===== src/rtl/mul_share_arbiter.sv =====
// Round-robin sharing of one pipelined 19x18 multiplier between NUM_REQ requesters.
// A tag pipeline follows each product so it can be returned with its requester id.
module mul_share_arbiter #(
    parameter int NUM_REQ = 4,
    parameter int ID_W    = 2,
    parameter int MUL_LAT = 3
) (
    input  logic                   clk,
    input  logic                   reset,
    input  logic [NUM_REQ-1:0]     req_valid,
    output logic [NUM_REQ-1:0]     req_ready,
    input  logic [NUM_REQ*19-1:0]  req_a,
    input  logic [NUM_REQ*18-1:0]  req_b,
    output logic                   res_valid,
    input  logic                   res_ready,
    output logic [18:0]            res_data,
    output logic [ID_W-1:0]        res_id,
    output logic                   mul_ce,
    output logic [18:0]            mul_din0,
    output logic [17:0]            mul_din1,
    input  logic [18:0]            mul_dout,
    output logic                   busy
);

    logic [ID_W-1:0]    ptr_q, ptr_d;
    logic [MUL_LAT-1:0] vld_q, vld_d;
    logic [ID_W-1:0]    id_q [MUL_LAT];
    logic [ID_W-1:0]    id_d [MUL_LAT];

    logic               stall;
    logic               grantAny;
    logic [ID_W-1:0]    grantIdx;

    // A held result freezes the multiplier and the tags together, so they stay aligned.
    assign res_valid = vld_q[MUL_LAT-1];
    assign res_id    = id_q[MUL_LAT-1];
    assign res_data  = mul_dout;
    assign stall     = res_valid & ~res_ready;
    assign mul_ce    = ~stall;
    assign busy      = |vld_q;

    // Scan starts just after the last winner, so the most recent winner has lowest priority.
    always_comb begin
        int cand;
        cand     = 0;
        grantAny = 1'b0;
        grantIdx = '0;
        if (!stall) begin
            for (int k = 1; k <= NUM_REQ; k++) begin
                cand = (int'(ptr_q) + k) % NUM_REQ;
                if (!grantAny && req_valid[cand]) begin
                    grantAny = 1'b1;
                    grantIdx = cand[ID_W-1:0];
                end
            end
        end
    end

    always_comb begin
        req_ready = '0;
        mul_din0  = '0;
        mul_din1  = '0;
        if (grantAny) begin
            req_ready[grantIdx] = 1'b1;
            mul_din0            = req_a[grantIdx*19 +: 19];
            mul_din1            = req_b[grantIdx*18 +: 18];
        end
    end

    always_comb begin
        ptr_d = ptr_q;
        vld_d = vld_q;
        id_d  = id_q;
        if (grantAny) begin
            ptr_d = grantIdx;
        end
        if (mul_ce) begin
            vld_d[0] = grantAny;
            id_d[0]  = grantIdx;
            for (int s = 1; s < MUL_LAT; s++) begin
                vld_d[s] = vld_q[s-1];
                id_d[s]  = id_q[s-1];
            end
        end
    end

    always_ff @(posedge clk) begin
        if (!reset) begin
            ptr_q <= ID_W'(NUM_REQ - 1);
            vld_q <= '0;
            for (int s = 0; s < MUL_LAT; s++) begin
                id_q[s] <= '0;
            end
        end else begin
            ptr_q <= ptr_d;
            vld_q <= vld_d;
            id_q  <= id_d;
        end
    end

endmodule


===== config.mk =====
export PLATFORM = sky130hd
export DESIGN_NAME = mul_share_arbiter
export DESIGN_NICKNAME = d
export VERILOG_FILES = /design/src/rtl/mul_share_arbiter.sv
export SDC_FILE = /design/constraint.sdc
export NUM_CORES = 1
export LEC_CHECK = 0
export ABC_AREA = 1
export CORE_MARGIN = 8
export CORE_UTILIZATION = 32
export DETAILED_ROUTE_END_ITERATION = 6
export PLACE_DENSITY = 0.86
export REMOVE_ABC_BUFFERS = 1
export SLEW_MARGIN = 20
export SYNTH_ARGS = -nofsm -noshare
export SYNTH_HDL_FRONTEND = slang
export SYNTH_SLANG_ARGS = --single-unit

===== constraint.sdc =====
create_clock -name clk -period 3.95 [get_ports clk]
set_input_delay 1.185 -clock clk [delete_from_list [all_inputs] [get_ports clk]]
set_output_delay 1.185 -clock clk [all_outputs]
set_load 0.05 [all_outputs]

* Yosys cells after proc, flatten, opt, wreduce, memory -nomap -nowiden *
Cells that the tools add are included.

storage, ports and cells
  flip-flop bits (word level) = 11
  input port bits = 174
  logic and storage cells = 68

operators by class
  $add $sub $neg = 4
  multiply operators = 2
  order comparisons = 6
  shift-type cells = 2
  muxes and demuxes = 30
  bitwise operators = 7
  reductions and logical operators = 12

operators with widths
  cell                                                                number
  variable part select 76 x 8 -> 19 bit                               1
  variable part select 72 x 8 -> 18 bit                               1
  two-way mux 19 bit                                                  1
  two-way mux 18 bit                                                  1
  two-way mux 1 bit                                                   17
  less-than comparator 3 x 4 -> 1 bit (second input constant)         4
  two-way mux 2 bit                                                   5
  binary-select mux 1 bit (select 2 bit)                              4
  OR reduction 2 bit                                                  4
  multiplier 2 x 5 -> 7 bit (second input constant)                   1
  multiplier 2 x 4 -> 6 bit (second input constant)                   1
  adder 2 x 1 -> 2 bit (second input constant)                        2
  adder 2 bit (second input constant)                                 2
  AND 1 bit (first input constant)                                    4
  logical AND 1 bit                                                   4
  two-way mux 4 bit                                                   1
  logical NOT 1 bit                                                   3
  less-than comparator 2 x 3 -> 1 bit (second input constant)         1
  OR reduction 3 bit                                                  1
  demux 1 bit (select 2 bit)                                          1
  greater-or-equal comparator 2 x 1 -> 1 bit (second input constant)  1
  NOT 1 bit                                                           2
  AND 1 bit                                                           1

* Logic depth before layout (Yosys ltp) *
  depth in word-level cells = 25
  gate-level depth with buffers = 16
  depth with buffers taken out = 14

* Worst setup path before layout *
Ideal clock, no wire load.

  path kind = input-to-output
  start = input port res_ready
  end = output port req_ready[0]
  arrival = 3.483 ns
  path slack = -0.718 ns
  stages on the path = 6
  cell sequence = nor2_2 -> clkinv_1 -> nand2_1 -> nor2_2 -> buf_2 -> nor3_1

between the ends
  cells in the longest elaborated chain, start to end = 8
  elaborated cells between the ends (all ways) = 10
  classes of those cells = order compare (2); mux (5); bitwise (2); reduce/logical (1)

ends and longest elaborated chain
  what                                                                                                                     RTL line  text
  from (decl)                                                                                                              15        input logic res_ready,
  NOT 1 bit *                                                                                                              38        assign stall = res_valid & ~res_ready;
  AND 1 bit *                                                                                                              38
  two-way mux 2 bit                                                                                                        48        if (!stall) begin
  less-than comparator 2 x 3 -> 1 bit (implied by the code) or greater-or-equal comparator 2 x 1 -> 1 bit (tied branches)  64        req_ready[grantIdx] = 1'b1;
  logical AND 1 bit (implied by the code)                                                                                  64
  two-way mux 1 bit (implied by the code)                                                                                  64
  demux 1 bit (select 2 bit)                                                                                               64
  two-way mux 4 bit *                                                                                                      63        if (grantAny) begin
  to (decl)                                                                                                                11        output logic [NUM_REQ-1:0] req_ready,

Mark *: on every way between the ends. The rest lies on a longest branch, timed or not.

* Final worst setup path *
  start = input port req_valid[2]
  end = output port mul_din0[16]

between the ends
  cells in the longest elaborated chain, start to end = 20
  elaborated cells between the ends (all ways) = 34
  classes of those cells = mul (1); shift (1); mux (26); reduce/logical (6)

ends and longest elaborated chain
  what                                                   RTL line  text
  from (decl)                                            10        input logic [NUM_REQ-1:0] req_valid,
  binary-select mux 1 bit (select 2 bit)                 51        if (!grantAny && req_valid[cand]) begin
  two-way mux 1 bit (implied by the code) (2 in series)  51
  two-way mux 1 bit                                      51
  two-way mux 1 bit                                      48
  logical NOT 1 bit                                      51
  logical AND 1 bit                                      51
  two-way mux 1 bit                                      51
  two-way mux 1 bit                                      48
  [3 not listed]                                         n/a
  two-way mux 1 bit                                      48
  logical NOT 1 bit                                      51
  logical AND 1 bit                                      51
  two-way mux 2 bit                                      51
  two-way mux 2 bit                                      48
  multiplier 2 x 5 -> 7 bit                              65        mul_din0 = req_a[grantIdx*19 +: 19];
  variable part select 76 x 8 -> 19 bit                  65
  two-way mux 19 bit *                                   63
  to (decl)                                              19        output logic [18:0] mul_din0,

Mark *: on every way between the ends. The rest lies on a longest branch, timed or not. The select of a mux whose other input is x is not followed.

==> reports/summary.json <==
{
  "yosys_most_used_dff": "dfxtp_1",
  "routed_via_density": 5.18,
  "synthesized_netlist_cell_count": 529,
  "floorplan.initialDensity": 0.324,
  "cpPeakStageDelay_ns": 0.16,
  "startpoint_types": "input port",
  "worstPathRequired_ns": 2.76,
  "dp_worst_setup_slack_ns": -0.759,
  "cap_violations": 0,
  "maxSlewViolCount": 0,
  "final_nets": 919,
  "io_pins": 239,
  "synthToLayoutAreaGrowth_pct": 148,
  "fill_cells": 477,
  "drc_errors": 0,
  "final.min_clock_period_ns": 4.14,
  "layout.cells.most_common": "clkdlybuf4s50_1",
  "crit_fanout": 12,
  "critical-path-slowest-cell": "buf_16",
  "drt_iter0_drc": 229,
  "cts_tree": "yes",
  "number_of_antenna_violations_at_the_first_check_in_global_routing": 0,
  "fin_ws_ns": -0.194,
  "detailroute.via_count": 4397,
  "cp_common_cell": "nand2_4",
  "synth-edff-count": 0,
  "rsz_0062_raised_after_global_routing": "true",
  "setup.worst_path.end_class": "output pin",
  "timing.fmax_mhz": 241,
  "clk_pin_slew_worst_paths_ns": 0.05,
  "post_synth_adder_cell_area": 0,
  "synth_seq_cells": 11,
  "timing_worst_slew_pin_value_ns": 0.513,
  "grt_first_pass_wirelength_um": 22900,
  "synth-xor-area-share": 0,
  "violations": "setup timing",
  "cts_root_buf": "clkbuf_8",
  "clkLatencyLatePin_ns": 0.24,
  "worst-setup-path-type": "input port to output pin",
  "yosys_warnings": 0,
  "report.final.hold_viol_count": 0,
  "synthMuxAreaShare": 0,
  "drt-wirelength-per-cell_um": 19.3,
  "syn_area_per_cell_sq_um": 4.94,
  "synth_compound_gate_area_share": 0.0278,
  "worst-endpoint-arrival_ns": 2.96,
  "yosys.area.top_type": "nand2_1",
  "design.die.area_sq_mm": 0.0113,
  "top_area_cells_in_the_synthesized_netlist": "nand2_1 (31%), nand3_1 (22%), inv_1 (11%), dfxtp_1 (8.4%), buf_4 (7.5%)",
  "cts-hold-fix-buffers": 0,
  "detail-route-antenna-nets": 0,
  "antenna_cells_inserted": 0,
  "proportion_of_netlist_area_held_by_the_largest_area_contributor": 0.306,
  "worst_hold_path_type": "flop to flop",
  "drive_above_1_share": 0.383,
  "yosys_cell_types": 24,
  "cts-htree-levels": 1,
  "pin_count_of_the_biggest_net_entering_global_routing": 35,
  "vias_in_the_first_global_route": 4516,
  "r2r_setup_slack_ns": 1.58,
  "drt-total-wl_um": 16400,
  "final_cell_mix": "clkdlybuf4s50_1 (153), nand2_2 (103), nand2_1 (99)",
  "min_period_over_period": 1.05,
  "grtUsageTotal": 0.248,
  "synth_sequential_area_ratio": 0.0843,
  "cts-root-to-sink-buffers": 2,
  "synth_top_family_by_area": "simple AND/OR/NAND/NOR gates",
  "outcome": "complete, but fails checks",
  "buffer_ports.inserted": 200,
  "finalSetupViolations": 38,
  "skew_ns": 0.00205,
  "drt_pass1_iterations": 5,
  "die_w_um": 106,
  "placement_rows": 33,
  "grt-ovfl-total": 0,
  "globalplace.congestion": 0.856,
  "cts-buffers-inserted": 3,
  "post_detailed_placement_half_perimeter_wirelength_um": 9370,
  "cts_sinks": 11,
  "die_y_um": 106,
  "slew_headroom": 0.657,
  "fp.coreArea_sq_mm": 0.00805,
  "netlist_area_sq_mm": 0.00261,
  "critical_path.cell_chain": "buf_6, nand2_4, nand2_4, nand2_4, nand2_4, buf_6, inv_4, nand3_4, nand2_4, buf_6, inv_8, buf_6, nand2_8, buf_16, nand2_1, nand3_1, nand2_2, buf_12",
  "postSynth.asyncResetShare": 0,
  "post_synth_and_or_nand_nor_area_fraction": 0.611
}
==> per-stage QoR <==
step	hold WS (ns)	TNS [ns]	instances	utilization	area, sq um
2_1_floorplan	0.441	-32.38	476	-	2210
3_3_place_gp	0.451	-26.40	801	0.619	4980
3_5_place_dp	0.463	-28.98	801	0.619	4980
4_1_cts	0.470	-3.17	843	0.749	6030
5_1_grt	0.502	-8.94	849	0.803	6470
6_report	0.481	-5.51	849	0.803	6470
==> metal layers <==
layer	vias up	routed length, um	global-route usage
li1	2036	-	-
met1	2024	5710	0.260
met2	277	8500	0.451
met3	60	1530	0.0792
met4	0	639	0.0905
met5	-	0	0
==> worst max-delay path: cells and delay by family <==
| family | cells | cell delay, ns |
|---|---|---|
| buffers and inverters | 8 | 0.87 |
| and+or+nand+nor | 10 | 0.90 |
==> timing repair <==
item / CTS / global route
cloned: 15 / 3
resized for setup: 130 / 108
setup buffers: 23 / 5
endpoints found under the setup margin: 41 / 41
pin swaps: 38 / 66
endpoints found under the hold margin: 0 / 0
==> kinds of logic after synthesis <==
family,after synthesis
AO/OA/AOI/OAI,13
AND/OR/NAND/NOR,367
buffers and inverters,138
flip-flops,11
==> synthesized netlist by cell type (3+ instances only) <==
| master | n |
|---|---|
| nand3_1 | 117 |
| nand2_1 | 213 |
| nand2_2 | 12 |
| buf_6 | 9 |
| a21oi_1 | 4 |
| o21ai_0 | 5 |
| nor2_1 | 17 |
| inv_1 | 79 |
| buf_4 | 26 |
| buf_2 | 15 |
| dfxtp_1 | 11 |
| inv_2 | 3 |
==> sequential cells by signal (all words and copies together) (netlist names) <==
name	cells
id_q	4
ptr_q	2
res_id	2
vld_q	3
==> final timing paths <==
| kind | startpoint | endpoint | cells after the start |
|---|---|---|---|
| hold / removal | id_q[5] | id_q[5] | 2 |
| setup reg to reg | ptr_q[0] | ptr_q[1] | 15 |
| hold reg to reg | id_q[5] | id_q[5] | 2 |
| setup / recovery | req_valid[2] | mul_din0[16] | 18 |
==> cell type report <==
class                   count  area, sq um  share of cell area
repair buffers            262         3430               0.531
clock buffers               4         45.0             0.00696
inverters                  85          338              0.0522
multi-input cells         382         2300               0.355
well taps                 105          131              0.0203
flip-flops and latches     11          221              0.0342
Power is not shown: default switching activity piles up to over one toggle a cycle in this logic, so the estimate is an artifact.
